==> config.mk <==
export PLATFORM = sky130hd
export DESIGN_NAME = four_bit_run_counter
export DESIGN_NICKNAME = d
export VERILOG_FILES = /design/src/rtl/four_bit_run_counter.sv
export SDC_FILE = /design/constraint.sdc
export NUM_CORES = 1
export LEC_CHECK = 0
export CORE_AREA = 2 2 39 41
export DETAILED_ROUTE_END_ITERATION = 10
export DIE_AREA = 0 0 41 43
export GPL_TIMING_DRIVEN = 0
export PLACE_DENSITY = 0.66
export SKIP_LAST_GASP = 1
export SLEW_MARGIN = 20
export SYNTH_ARGS = -nofsm -noshare
export SYNTH_HDL_FRONTEND = slang
export SYNTH_SLANG_ARGS = --single-unit
==> constraint.sdc <==
create_clock -name clk -period 1.6 [get_ports clk]
set_input_delay 0.16 -clock clk [delete_from_list [all_inputs] [get_ports clk]]
set_output_delay 0.16 -clock clk [all_outputs]
set_load 0.02 [all_outputs]
==> src/rtl/four_bit_run_counter.sv <==
// Run counter: loads start_val, increments through a half-adder chain up to stop_val, then holds in DONE until ack.
// Optional WRAP_COUNT_EN adds wrap_cnt, a saturating count of 15->0 wraps within the current run.
//
// state | meaning
// IDLE  | waiting for start; count holds its last value
// RUN   | counting toward stop_val; pause freezes count and state
// DONE  | count == stop_val; waits for ack (or one cycle with AUTO_ACK)
module four_bit_run_counter #(
  parameter bit AUTO_ACK = 1'b0
) (
  input  logic       clk,
  input  logic       reset,
  input  logic       start,
  input  logic [3:0] start_val,
  input  logic [3:0] stop_val,
  input  logic       pause,
  input  logic       ack,
  output logic [3:0] count,
  output logic       busy,
  output logic       done,
  output logic       wrap
`ifdef WRAP_COUNT_EN
  ,
  output logic [3:0] wrap_cnt
`endif
);

  typedef enum logic [1:0] {
    IDLE = 2'd0,
    RUN  = 2'd1,
    DONE = 2'd2
  } state_t;

  state_t     state, state_nxt;
  logic [3:0] count_nxt;
  logic       wrap_nxt;

  // Incrementer: half-adder chain with carry-in tied to 1
  logic [3:0] inc_sum;
  logic       c1, c2, c3, inc_carry;

  assign inc_sum[0] = ~count[0];
  assign c1         = count[0];
  assign inc_sum[1] = count[1] ^ c1;
  assign c2         = count[1] & c1;
  assign inc_sum[2] = count[2] ^ c2;
  assign c3         = count[2] & c2;
  assign inc_sum[3] = count[3] ^ c3;
  assign inc_carry  = count[3] & c3;

  always_comb begin
    state_nxt = state;
    count_nxt = count;
    wrap_nxt  = 1'b0;
    case (state)
      IDLE: begin
        if (start) begin
          count_nxt = start_val;
          state_nxt = RUN;
        end
      end
      RUN: begin
        if (!pause) begin
          if (count == stop_val) begin
            state_nxt = DONE;
          end else begin
            count_nxt = inc_sum;
            wrap_nxt  = inc_carry;
          end
        end
      end
      DONE: begin
        if (ack || AUTO_ACK) state_nxt = IDLE;
      end
      default: state_nxt = IDLE;
    endcase
  end

  always_ff @(posedge clk) begin
    if (reset) begin
      state <= IDLE;
      count <= 4'd0;
      wrap  <= 1'b0;
    end else begin
      state <= state_nxt;
      count <= count_nxt;
      wrap  <= wrap_nxt;
    end
  end

  assign busy = (state == RUN);
  assign done = (state == DONE);

`ifdef WRAP_COUNT_EN
  // wrap_nxt is high exactly on an advancing 15->0 step
  always_ff @(posedge clk) begin
    if (reset) begin
      wrap_cnt <= 4'd0;
    end else if (state == IDLE && start) begin
      wrap_cnt <= 4'd0;
    end else if (wrap_nxt && wrap_cnt != 4'd15) begin
      wrap_cnt <= wrap_cnt + 4'd1;
    end
  end
`endif

endmodule
# [Word-level counts from Yosys, hierarchy flattened]
# Index checks and enable logic that the tools add are counted.
[word_totals] mem_bits_rw=0 register_bits=7 latchBits=0 mem_bits_ro=0 n_memories=0 out_inout_bits=7
[op_classes] mux=9 addsub=0 mul=0 eq_ne=8 shifts=0 reduce_logical=5 n_div=0 n_lt_le_gt_ge=0 n_bitwise=8
[op_table] cell="$mux 4" n=3
[op_table] cell="$mux 2" n=4
[op_table] cell="$ne 2x2->1 const B" n=4
[op_table] cell="$pmux 4 s2" n=1
[op_table] cell="$reduce_and 4->1" n=2
[op_table] cell="$pmux 2 s3" n=1
[op_table] cell="$eq 4x4->1" n=1
[op_table] cell="$reduce_or 4->1" n=1
[op_table] cell="$and 1x1->1" n=3
[op_table] cell="$xor 1x1->1" n=3
[op_table] cell="$eq 2x1->1 const B" n=1
[op_table] cell="$eq 2x2->1 const B" n=1
[op_table] cell="$logic_not 2->1" n=1
[op_table] cell="$ne 2x1->1 const B" n=1
[op_table] cell="$not 1->1" n=2
[op_table] cell="$reduce_bool 2->1" n=1

# [Depth between registers and ports, before layout]
[depth] word_depth=6 ltp_mapped=5 depth_no_buf=5

# [Worst setup path after synthesis]
# Ideal clock, no wire load.
[synth_path] path_kind="register to register" startpoint="register state[0]" endpoint="register count[0]" path_slack_ns=0.224 setup_ns=0.058 path_stages_with_launch=6 period_less_slack_ns=1.376 arrival_time_ns=1.318 required_ns=1.542 n_path_buf=1 path_cell_list="dfxtp_1 -> nor2b_1 -> clkbuf_1 -> nor2b_1 -> o221a_1 -> o21a_1"
[synth_via] elab_chain_cells=3 word_cells_on_any_way=8 cone_classes="eq/ne: 4; mux: 1; reduce/logical: 3"
[synth_lines] item="from (decl)" line="34" text="state_t state, state_nxt;"
[synth_lines] item="from (signal assigned)" line="85" text="state <= state_nxt;"
[synth_lines] item="$eq 2x1->1 (*)"
[synth_lines] item="net busy" line="19" text="output logic busy,"
[synth_lines] item="$ne 2x2->1 (no line) or $reduce_bool 2->1 (tied branches)"
[synth_lines] item="$reduce_and 4->1 (no line)"
[synth_lines] item="to (signal assigned)" line="86" text="count <= count_nxt;"
[synth_lines] item="to (decl)" line="18" text="output logic [3:0] count,"
# Mark *: on every way through the listed nets, which the timed path passes. The rest lies on a longest branch.
# A chain may end at the register's enable or synchronous reset.

# [Final worst setup path]
[layout_path] startpoint="register state[0]" endpoint="output busy"
[layout_via] elab_chain_cells=1
[layout_lines] item="$eq 2x1->1" line="91" text="assign busy = (state == RUN);"
[layout_lines] item="to (decl)" line="19"
# No other way between the ends.

==> qor.txt <==
Status - completed
Overflow after GRT - 0
Area delta synth->final - 54.0%
GRT Util Overall - 12.8%
Total Die Area - 1760 um2
Clock root cell - clkbuf_4
Final Core Density - 49.3%
RR Endpoint - count[0]
Cts hold-fix bufs - 0
Avg Inst Size Synth - 9.84 um2
RePlAce Congestion - 0.713
Register area share after synthesis - 31.6%
Startpoint types - flop
Register-to-Register Path Depth - 4
Worst Skew - 0.00738 ns
Data required, critical path - 1.44 ns
Top cells by count, synth - dfxtp_1 (7), nor2b_1 (4), xnor2_1 (4)
RSZ-0062 raised after global routing - false
CTS clk-pin slew, worst paths - 0.06 ns
Worst vdd rail ir drop - 0.000395 V
Number of synthesized register bits - 7
Core Box Area - 1380 um2
Filler Cell Count - 154
Share of the synthesized area in the top cell type - 31.6%
Seq. cell area - 140 um2
Die width - 41 um
Final hold viol count - 0
Synth top area cells - dfxtp_1 (32%), ha_1 (8.5%), xnor2_1 (7.9%), mux2i_1 (6.8%), a41oi_4 (6.2%)
Worst hold path type - input port to flop
R2r startpoint - state[0]
Syn Inst Count - 45
Largest net degree at the start of global routing - 8
Chip height - 43 um
I/O Buffers - 19
N_diodes - 0
Total routed wirelength - 944 um
Area occupied by multi-input gates - 288 um2
Leading area contributor after synthesis - dfxtp_1
Cell Area, Synth - 443 um2
DP Wirelength - 768 um
Dpl ws - -0.155 ns
Worst-Margin Slew - 0.629 ns
Critical Path End - busy
Critical Path Start - state[0]
I/O pin total - 20
Crit path kind - flop to primary output
Routed WL per cell - 11.2 um
Share of layout cells above drive strength 1 - 10.3%
Final #Nets - 85
Clock latency on the worst-skew pair - 0.25 ns
Distinct cells, synth - 22
Hold path cells - 2
Period minus WS final - 1.48 ns
Synthesized Nets - 61
TritonCTS clock tree - yes
CTS Sinks - 7
Leak Pwr - 0.298 nW
Routed vias/inst - 4.80
Initial core utilization - 32.0%
First-pass GRT wire length - 1.41 mm
Max-cap violations - 0
Vias in the first global route - 353
Slew headroom - 58.0%
Post-CTS Setup Inserts - 0
Post-CTS sizing - 1
F_max - 678 MHz
Synth Warn # - 0
Vias - 403
Flop-to-flop setup slack - 0.13 ns
Ys flop type - dfxtp_1
Clock Path Buffers - 2
Count leader, synth - dfxtp_1
Number of enable flip-flop cells after synthesis - 0
Antenna Nets Post-Route - 0
DR DRC count - 0
Initial antenna violation count - 0
H-tree depth - 1
Post-route clock period utilization - 92.2%
First DRT Iteration DRCs - 2
Arrival time at the worst endpoint - 1.32 ns
Setup-failing EPs final - 0
Power density cells - 775 nW/um2
Drt pass-1 iters - 2
Slew Viols, Final - 0
Async SR Flop Fraction - 0%
Cts bufs inserted - 3
Setup crit end kind - primary output
Final worst slack - 0.124 ns
Row count - 14
Crit path max fanout - 6
routing by layer:
layer	global-route usage, %	up-vias	part of all wire [%]
met3	7.85	2	6.8
met2	17.2	15	45
met1	14.5	176	46
met4	8.00	0	2.0
met5	0	-	0
li1	-	210	-
kinds of logic after synthesis:
logic type,after synthesis,synth area share (%)
simple gates,13,19.2
buf+inv,4,3.39
compound gates,11,22.6
mux,3,6.78
flops,7,31.6
fa+ha+maj,3,8.48
xor+xnor,4,7.91
flip-flops by register name (all words and copies together) (netlist names):
register	flops
state	2
count	4
wrap	1
layout by cell type, fill, tap and decap left out, types with 2 or more instances in the layout:
cell and count:
clkdlybuf4s50_1 17, dfxtp_1 7, nor2b_1 4, xnor2_1 4, mux2i_1 3, inv_1 3, o31ai_1 3, a21oi_1 3
ha_1 3, clkbuf_4 3, nor2_1 2
layout make-up:
| class | count | share of cell area, % |
|---|---|---|
| Multi-Input combinational cell | 34 | 42.2 |
| Tap cell | 16 | 2.94 |
| Buffer | 1 | 0.734 |
| Inverter | 3 | 1.65 |
| Sequential cell | 7 | 20.6 |
| Clock buffer | 4 | 3.85 |
| Timing Repair Buffer | 19 | 28.1 |
per-stage QoR:
step | TNS, ns | power, mW | hold slack, ns | cells | cell area [um2]
floorplan | 0 | 0.301 | 0.232 | 45 | 443
global placement | -0.294 | 0.372 | 0.522 | 80 | 653
detailed placement | -0.381 | 0.374 | 0.518 | 80 | 653
CTS | 0 | 0.541 | 0.478 | 84 | 678
global route | 0 | 0.566 | 0.490 | 84 | 682
finish | 0 | 0.528 | 0.488 | 84 | 682
critical path, stage by stage, from the launching register on:
cell	delay [ns]
dfxtp_1	0.38
nor2b_1	0.15
clkbuf_2	0.18
dlygate4sd2_1	0.35
how the worst min path moves through the flow:
stage,startpoint,end,slack [ns]
after floorplan,reset,state[1],0.23
after global placement,state[1],state[0],0.52
after detailed placement,state[1],state[0],0.52
after CTS,reset,state[1],0.48
after global routing,reset,state[1],0.49
final,reset,state[1],0.49
power by group:
group	switching [mW]	internal, mW	total (mW)
combinational	0.0724	0.0896	0.162
clock	0.0664	0.0953	0.162
sequential	0.0166	0.188	0.205
No activity file was read; power rests on OpenSTA's default activity.
